File: src/rtl/decrypt_pkg.sv
// Shared types and arithmetic for the receive-side decrypt datapath.
// Holds the FSM encoding plus the expansion box and 4-bit carry-select adder.
package decrypt_pkg;

  localparam int DATA_W = 8;
  localparam int NIB_W  = 4;

  localparam logic [1:0] ST_IDLE = 2'd0;
  localparam logic [1:0] ST_EXP  = 2'd1;
  localparam logic [1:0] ST_ADD  = 2'd2;
  localparam logic [1:0] ST_WR   = 2'd3;

  function automatic logic [DATA_W-1:0] expand(input logic [NIB_W-1:0] l);
    return {l[3], l[0], l[1], l[2], l[1], l[3], l[2], l[0]};
  endfunction

  // Low pair ripples; high pair is precomputed for both carries and selected.
  function automatic logic [NIB_W-1:0] csa4(input logic [NIB_W-1:0] a,
                                            input logic [NIB_W-1:0] b,
                                            input logic             cin);
    logic [2:0] lo;
    logic [1:0] hi0;
    logic [1:0] hi1;
    lo  = {1'b0, a[1:0]} + {1'b0, b[1:0]} + {2'b00, cin};
    hi0 = a[3:2] + b[3:2];
    hi1 = a[3:2] + b[3:2] + 2'd1;
    return {(lo[2] ? hi1 : hi0), lo[1:0]};
  endfunction

endpackage

File: src/rtl/decrypt_out_fifo.sv
// Synchronous output FIFO, DEPTH x WIDTH; read data is zero when empty, no bypass.
// Push is dropped when full and pop when empty; full is judged before any same-cycle pop.
module decrypt_out_fifo #(
  parameter int DEPTH = 2,
  parameter int WIDTH = 9
) (
  input  logic             clock,
  input  logic             reset,
  input  logic             push,
  input  logic [WIDTH-1:0] push_dat,
  input  logic             pop,
  output logic [WIDTH-1:0] pop_dat,
  output logic             full,
  output logic             empty
);

  localparam int PTR_W = (DEPTH > 1) ? $clog2(DEPTH) : 1;
  localparam int CNT_W = $clog2(DEPTH + 1);

  logic [WIDTH-1:0] mem [DEPTH];
  logic [PTR_W-1:0] wr_ptr;
  logic [PTR_W-1:0] rd_ptr;
  logic [CNT_W-1:0] count;
  logic             do_push;
  logic             do_pop;

  assign full    = (count == CNT_W'(DEPTH));
  assign empty   = (count == '0);
  assign do_push = push & ~full;
  assign do_pop  = pop & ~empty;
  assign pop_dat = empty ? '0 : mem[rd_ptr];

  always_ff @(posedge clock or negedge reset) begin
    if (!reset) begin
      wr_ptr <= '0;
      rd_ptr <= '0;
      count  <= '0;
      for (int i = 0; i < DEPTH; i++) mem[i] <= '0;
    end else begin
      if (do_push) begin
        mem[wr_ptr] <= push_dat;
        wr_ptr      <= wr_ptr + PTR_W'(1);
      end
      if (do_pop) rd_ptr <= rd_ptr + PTR_W'(1);
      case ({do_push, do_pop})
        2'b10:   count <= count + CNT_W'(1);
        2'b01:   count <= count - CNT_W'(1);
        default: count <= count;
      endcase
    end
  end

endmodule

File: src/rtl/decrypt_unit.sv
// Recovers plaintext from ciphertext+key: 3-cycle latency, one word per 4 cycles, in_ready only in IDLE.
// A full output FIFO stalls the FSM in WR; DECRYPT_CHECK_EN adds a re-encrypt self-check flagged on dec_err.
module decrypt_unit
  import decrypt_pkg::*;
#(
  parameter int OUT_DEPTH = 2
) (
  input  logic       clock,
  input  logic       reset,
  input  logic       in_valid,
  output logic       in_ready,
  input  logic [7:0] enc_in,
  input  logic [7:0] key_in,
  output logic       out_valid,
  input  logic       out_ready,
  output logic [7:0] dec_out,
  output logic       dec_err
);

`ifdef DECRYPT_CHECK_EN
  localparam int FIFO_W = DATA_W + 1;
`else
  localparam int FIFO_W = DATA_W;
`endif

  logic [1:0]        state;
  logic [DATA_W-1:0] enc_q;
  logic [DATA_W-1:0] key_q;
  logic [DATA_W-1:0] x_q;
  logic [NIB_W-1:0]  f_q;
  logic [DATA_W-1:0] plain;
  logic              fifo_full;
  logic              fifo_empty;
  logic              fifo_push;
  logic [FIFO_W-1:0] push_dat;
  logic [FIFO_W-1:0] pop_dat;

  assign in_ready  = (state == ST_IDLE) & reset;
  assign out_valid = ~fifo_empty;
  assign fifo_push = (state == ST_WR) & ~fifo_full;
  assign plain     = {enc_q[7:4] ^ f_q, enc_q[3:0]};

  always_ff @(posedge clock or negedge reset) begin
    if (!reset) begin
      state <= ST_IDLE;
      enc_q <= '0;
      key_q <= '0;
      x_q   <= '0;
      f_q   <= '0;
    end else begin
      case (state)
        ST_IDLE: if (in_valid) begin
          enc_q <= enc_in;
          key_q <= key_in;
          state <= ST_EXP;
        end
        ST_EXP: begin
          x_q   <= expand(enc_q[3:0]) ^ key_q;
          state <= ST_ADD;
        end
        ST_ADD: begin
          f_q   <= csa4(x_q[7:4], x_q[3:0], key_q[0]);
          state <= ST_WR;
        end
        default: if (!fifo_full) state <= ST_IDLE;
      endcase
    end
  end

`ifdef DECRYPT_CHECK_EN
  logic [DATA_W-1:0] chk_x;
  logic [NIB_W-1:0]  chk_f;
  logic              chk_err;

  // Re-encrypt the recovered word; any difference from the stored ciphertext is a datapath fault.
  always_comb begin
    chk_x   = expand(plain[3:0]) ^ key_q;
    chk_f   = csa4(chk_x[7:4], chk_x[3:0], key_q[0]);
    chk_err = ({plain[7:4] ^ chk_f, plain[3:0]} != enc_q);
  end

  assign push_dat = {chk_err, plain};
  assign dec_out  = pop_dat[DATA_W-1:0];
  assign dec_err  = pop_dat[DATA_W];
`else
  assign push_dat = plain;
  assign dec_out  = pop_dat;
  assign dec_err  = 1'b0;
`endif

  decrypt_out_fifo #(
    .DEPTH(OUT_DEPTH),
    .WIDTH(FIFO_W)
  ) u_out_fifo (
    .clock    (clock),
    .reset    (reset),
    .push     (fifo_push),
    .push_dat (push_dat),
    .pop      (out_valid & out_ready),
    .pop_dat  (pop_dat),
    .full     (fifo_full),
    .empty    (fifo_empty)
  );

endmodule
File: config.mk
export PLATFORM = sky130hd
export DESIGN_NAME = decrypt_unit
export DESIGN_NICKNAME = d
export VERILOG_FILES = /design/src/rtl/decrypt_pkg.sv /design/src/rtl/decrypt_out_fifo.sv /design/src/rtl/decrypt_unit.sv
export SDC_FILE = /design/constraint.sdc
export NUM_CORES = 1
export LEC_CHECK = 0
export ABC_AREA = 1
export CAP_MARGIN = 10
export CORE_MARGIN = 2
export CORE_UTILIZATION = 43
export DETAILED_ROUTE_END_ITERATION = 10
export DONT_BUFFER_PORTS = 1
export PLACE_DENSITY = 0.6
export SYNTH_ARGS = -nofsm -noshare
export SYNTH_HDL_FRONTEND = slang
export SYNTH_SLANG_ARGS = --single-unit
File: constraint.sdc
create_clock -name clock -period 2.25 [get_ports clock]
set_input_delay 0.5625 -clock clock [delete_from_list [all_inputs] [get_ports clock]]
set_output_delay 0.5625 -clock clock [all_outputs]
set_load 0.05 [all_outputs]
==> results.sh, run 1 <==
export IMPL_critPathKind="reg2out"
export IMPL_synthAdderAreaFrac_pct=5.37
export IMPL_antenna_found_initial=0
export IMPL_grt_overflow=0
export IMPL_postCtsSetupBuffers=0
export IMPL_crit_slowest_cell="dfrtp_1"
export IMPL_r2r_cells=6
export IMPL_max_freq_mhz=476
export IMPL_grt_pass1_vias=1563
export IMPL_drc=0
export IMPL_worst_ir_drop_vdd_mv=0.710
export IMPL_synth_net_count=279
export IMPL_crit_chain="inv_1 > nand2_1 > a21oi_1 > buf_4"
export IMPL_dp_worst_setup_slack_ns=0.483
export IMPL_start_kind="register"
export IMPL_power_density_nw_per_um2=1730
export IMPL_nets=292
export IMPL_endpoint_kind="primary output"
export IMPL_hold_viol=0
export IMPL_critical_path_buf_inv_count=2
export IMPL_final_antenna_net_count=0
export IMPL_status="finished, final reports clean"
export IMPL_area_growth_syn_to_layout_pct=14.6
export IMPL_synth_area_sq_um=2380
export IMPL_hold_path_class="in2async"
export IMPL_grt_max_degree=51
export IMPL_dieArea_sq_um=6140
export IMPL_finalCritPeriodShare_pct=93.3
export IMPL_yosysSeqAreaShare_pct=52.6
export IMPL_drtIter0Drc=70
export IMPL_rsz0062_at_grt="false"
export IMPL_layout_common_cells="nand2_1 (68), dfrtp_1 (50), inv_1 (25)"
export IMPL_arrival_ns=1.54
export IMPL_synth_top_family_by_area="simple AND/OR/NAND/NOR gates"
export IMPL_finalSetupTns_ns=0
export IMPL_h_tree_depth=2
export IMPL_cpLargestDelayFamily="flip-flops"
export IMPL_avgSynthCellArea_sq_um=9.51
export IMPL_critical_path_depth=4
export IMPL_clock_latency_ns=0.30
export IMPL_core_area_sq_um=5440
export IMPL_drv_cap=0
export IMPL_cts_tree="built"
export IMPL_grtUsageTotal_pct=15.3
export IMPL_synth_xor_area_share_pct=5.52
export IMPL_required_ns=1.69
export IMPL_synth_compound_area_share_pct=9.05
export IMPL_cp_max_fo=14
export IMPL_synthCells=250
export IMPL_tightest_slew_ns=0.564
export IMPL_synthSimpleGateAreaFrac_pct=16.2
export IMPL_vias_per_cell=4.74
export IMPL_period_needed_ns=2.10
export IMPL_yosysWarnings=0
export IMPL_wire_per_inst_um=12.1
export IMPL_synthMuxAreaShare_pct=5.21
export IMPL_setup_ws_ns=0.151
export IMPL_setup_viol=0
export IMPL_clock_root_buffer="clkbuf_8"
export IMPL_numCtsBuffers=5
export IMPL_fp_dieW_um=78.4
export IMPL_vias=1594
export IMPL_clock_sinks=50
export IMPL_critical_path_max_stage_delay_ns=0.57
export IMPL_ys_ff_latch=50
export IMPL_drv_slew=0
export IMPL_dieHeight_um=78.4
export IMPL_grt_pass1_wl_um=7280
export IMPL_place_hpwl_um=3020
export IMPL_initial_utilization_pct=43.7
export IMPL_clock_skew_ns=0.00781
export IMPL_wirelength_um=4080
export IMPL_final_common_cell="nand2_1"
export IMPL_cts_max_path_buffers=2
export IMPL_n_antenna_cell=0
export IMPL_layout_drive_gt1_share_pct=18.2
export IMPL_io_buffers=0
export IMPL_ios=31
export IMPL_relSlewSlack_pct=62.3
export IMPL_p_leak_nw=1.33
export IMPL_dr_pass1_iters=5
export IMPL_clk_pin_slew_ns=0.10
export IMPL_synth_cell_types=27
export IMPL_rows=27
export IMPL_gp_congestion=0.750
[timing repair]
action | in CTS | in global routing
hold buffers | 1 | 0
endpoints found under the hold margin | 50 | 0
gates resized for setup | 0 | 0
[metal layers]
layer	share of wire [%]	GRT usage (%)	vias up
met5	0	0	-
met4	1.4	5.26	0
met3	3.8	3.68	5
met2	46	24.1	29
met1	48	21.0	741
li1	-	-	819
[logic make-up (layout without fill, tap and decap cells)]
family                     after synthesis  count (layout)
muxes                                   11              11
DFF                                     50              50
buffers and inverters                   34              48
other                                    1               1
xor gates and xnor gates                15              15
and+or+nand+nor                         90              90
adders and majority gates                9               9
AOI/OAI and AO/OA                       40              40
[layout make-up]
type	instances	area, sq um
clock buffers	5	68.8
clock inverters	3	47.5
fillers	512	2710
inverters	28	105
multi-input cells	166	1000
flip-flops and latches	50	1250
well taps	72	90.1
repair buffers	12	160
[report_power, final]
part           internal (mW)  leakage [nW]  total [mW]  switching, mW
registers               1.35         0.603        1.71          0.360
logic                  0.974         0.669        2.34           1.37
clock network          0.339        0.0591       0.654          0.314
[worst register-to-register path, stage by stage (launching register included)]
cell     delay [ns]
dfrtp_1        0.44
inv_1          0.10
ha_1           0.22
nand2_1        0.36
buf_4          0.31
nor2_1         0.12
a21oi_1        0.05
[state kept, by name, summed over array words and instances, names as in the netlist]
signal and count:
enc_q 8, u_out_fifo.rd_ptr 1, state 2, x_q 8, f_q 4, u_out_fifo.wr_ptr 1
u_out_fifo.count 2, u_out_fifo.mem 16, key_q 8
[path summary, 6_finish.rpt]
kind / startpoint / end / slack (ns)
hold reg to reg: u_out_fifo.mem[13] / u_out_fifo.mem[13] / 0.48
setup reg to reg: state[0] / key_q[0] / 0.52
max in group asynchronous: reset / x_q[1] / 1.94
setup / recovery: u_out_fifo.rd_ptr / dec_out[3] / 0.15
hold / removal: reset / state[0] / 0.1
min in group clock: key_in[4] / key_q[4] / 0.40
[synthesized netlist by cell type, drive strengths merged]
library cell / n / area (sq um)
conb: 1 / 3.75
clkbuf: 2 / 7.51
nor2: 12 / 68.8
fa: 2 / 40.0
o21ai: 26 / 145
xor2: 5 / 43.8
ha: 7 / 87.6
nand3: 5 / 25.0
nand2: 71 / 279
a21oi: 14 / 70.1
xnor2: 10 / 87.6
buf: 4 / 27.5
or2: 1 / 6.26
nand4: 1 / 6.26
inv: 28 / 105
dfrtp: 50 / 1250
mux2: 11 / 124
[per-stage QoR]
step	util [%]	hold slack [ns]	std cells	power [mW]	area [sq um]
2_1_floorplan	-	0.267	250	3.42	2390
3_3_place_gp	47.5	0.269	327	4.02	2580
3_5_place_dp	47.5	0.268	327	4.08	2580
4_1_cts	50.1	0.100	336	4.76	2730
5_1_grt	50.1	0.104	336	5.14	2730
6_report	50.1	0.0969	336	4.70	2730
No activity file was read; power rests on OpenSTA's default activity.
==> run 2: changes to the inputs <==
GPL_TIMING_DRIVEN = 1   (was unset)
==> results of run 2 <==
The final DEF is identical to that of run 1; final timing and power are the same.
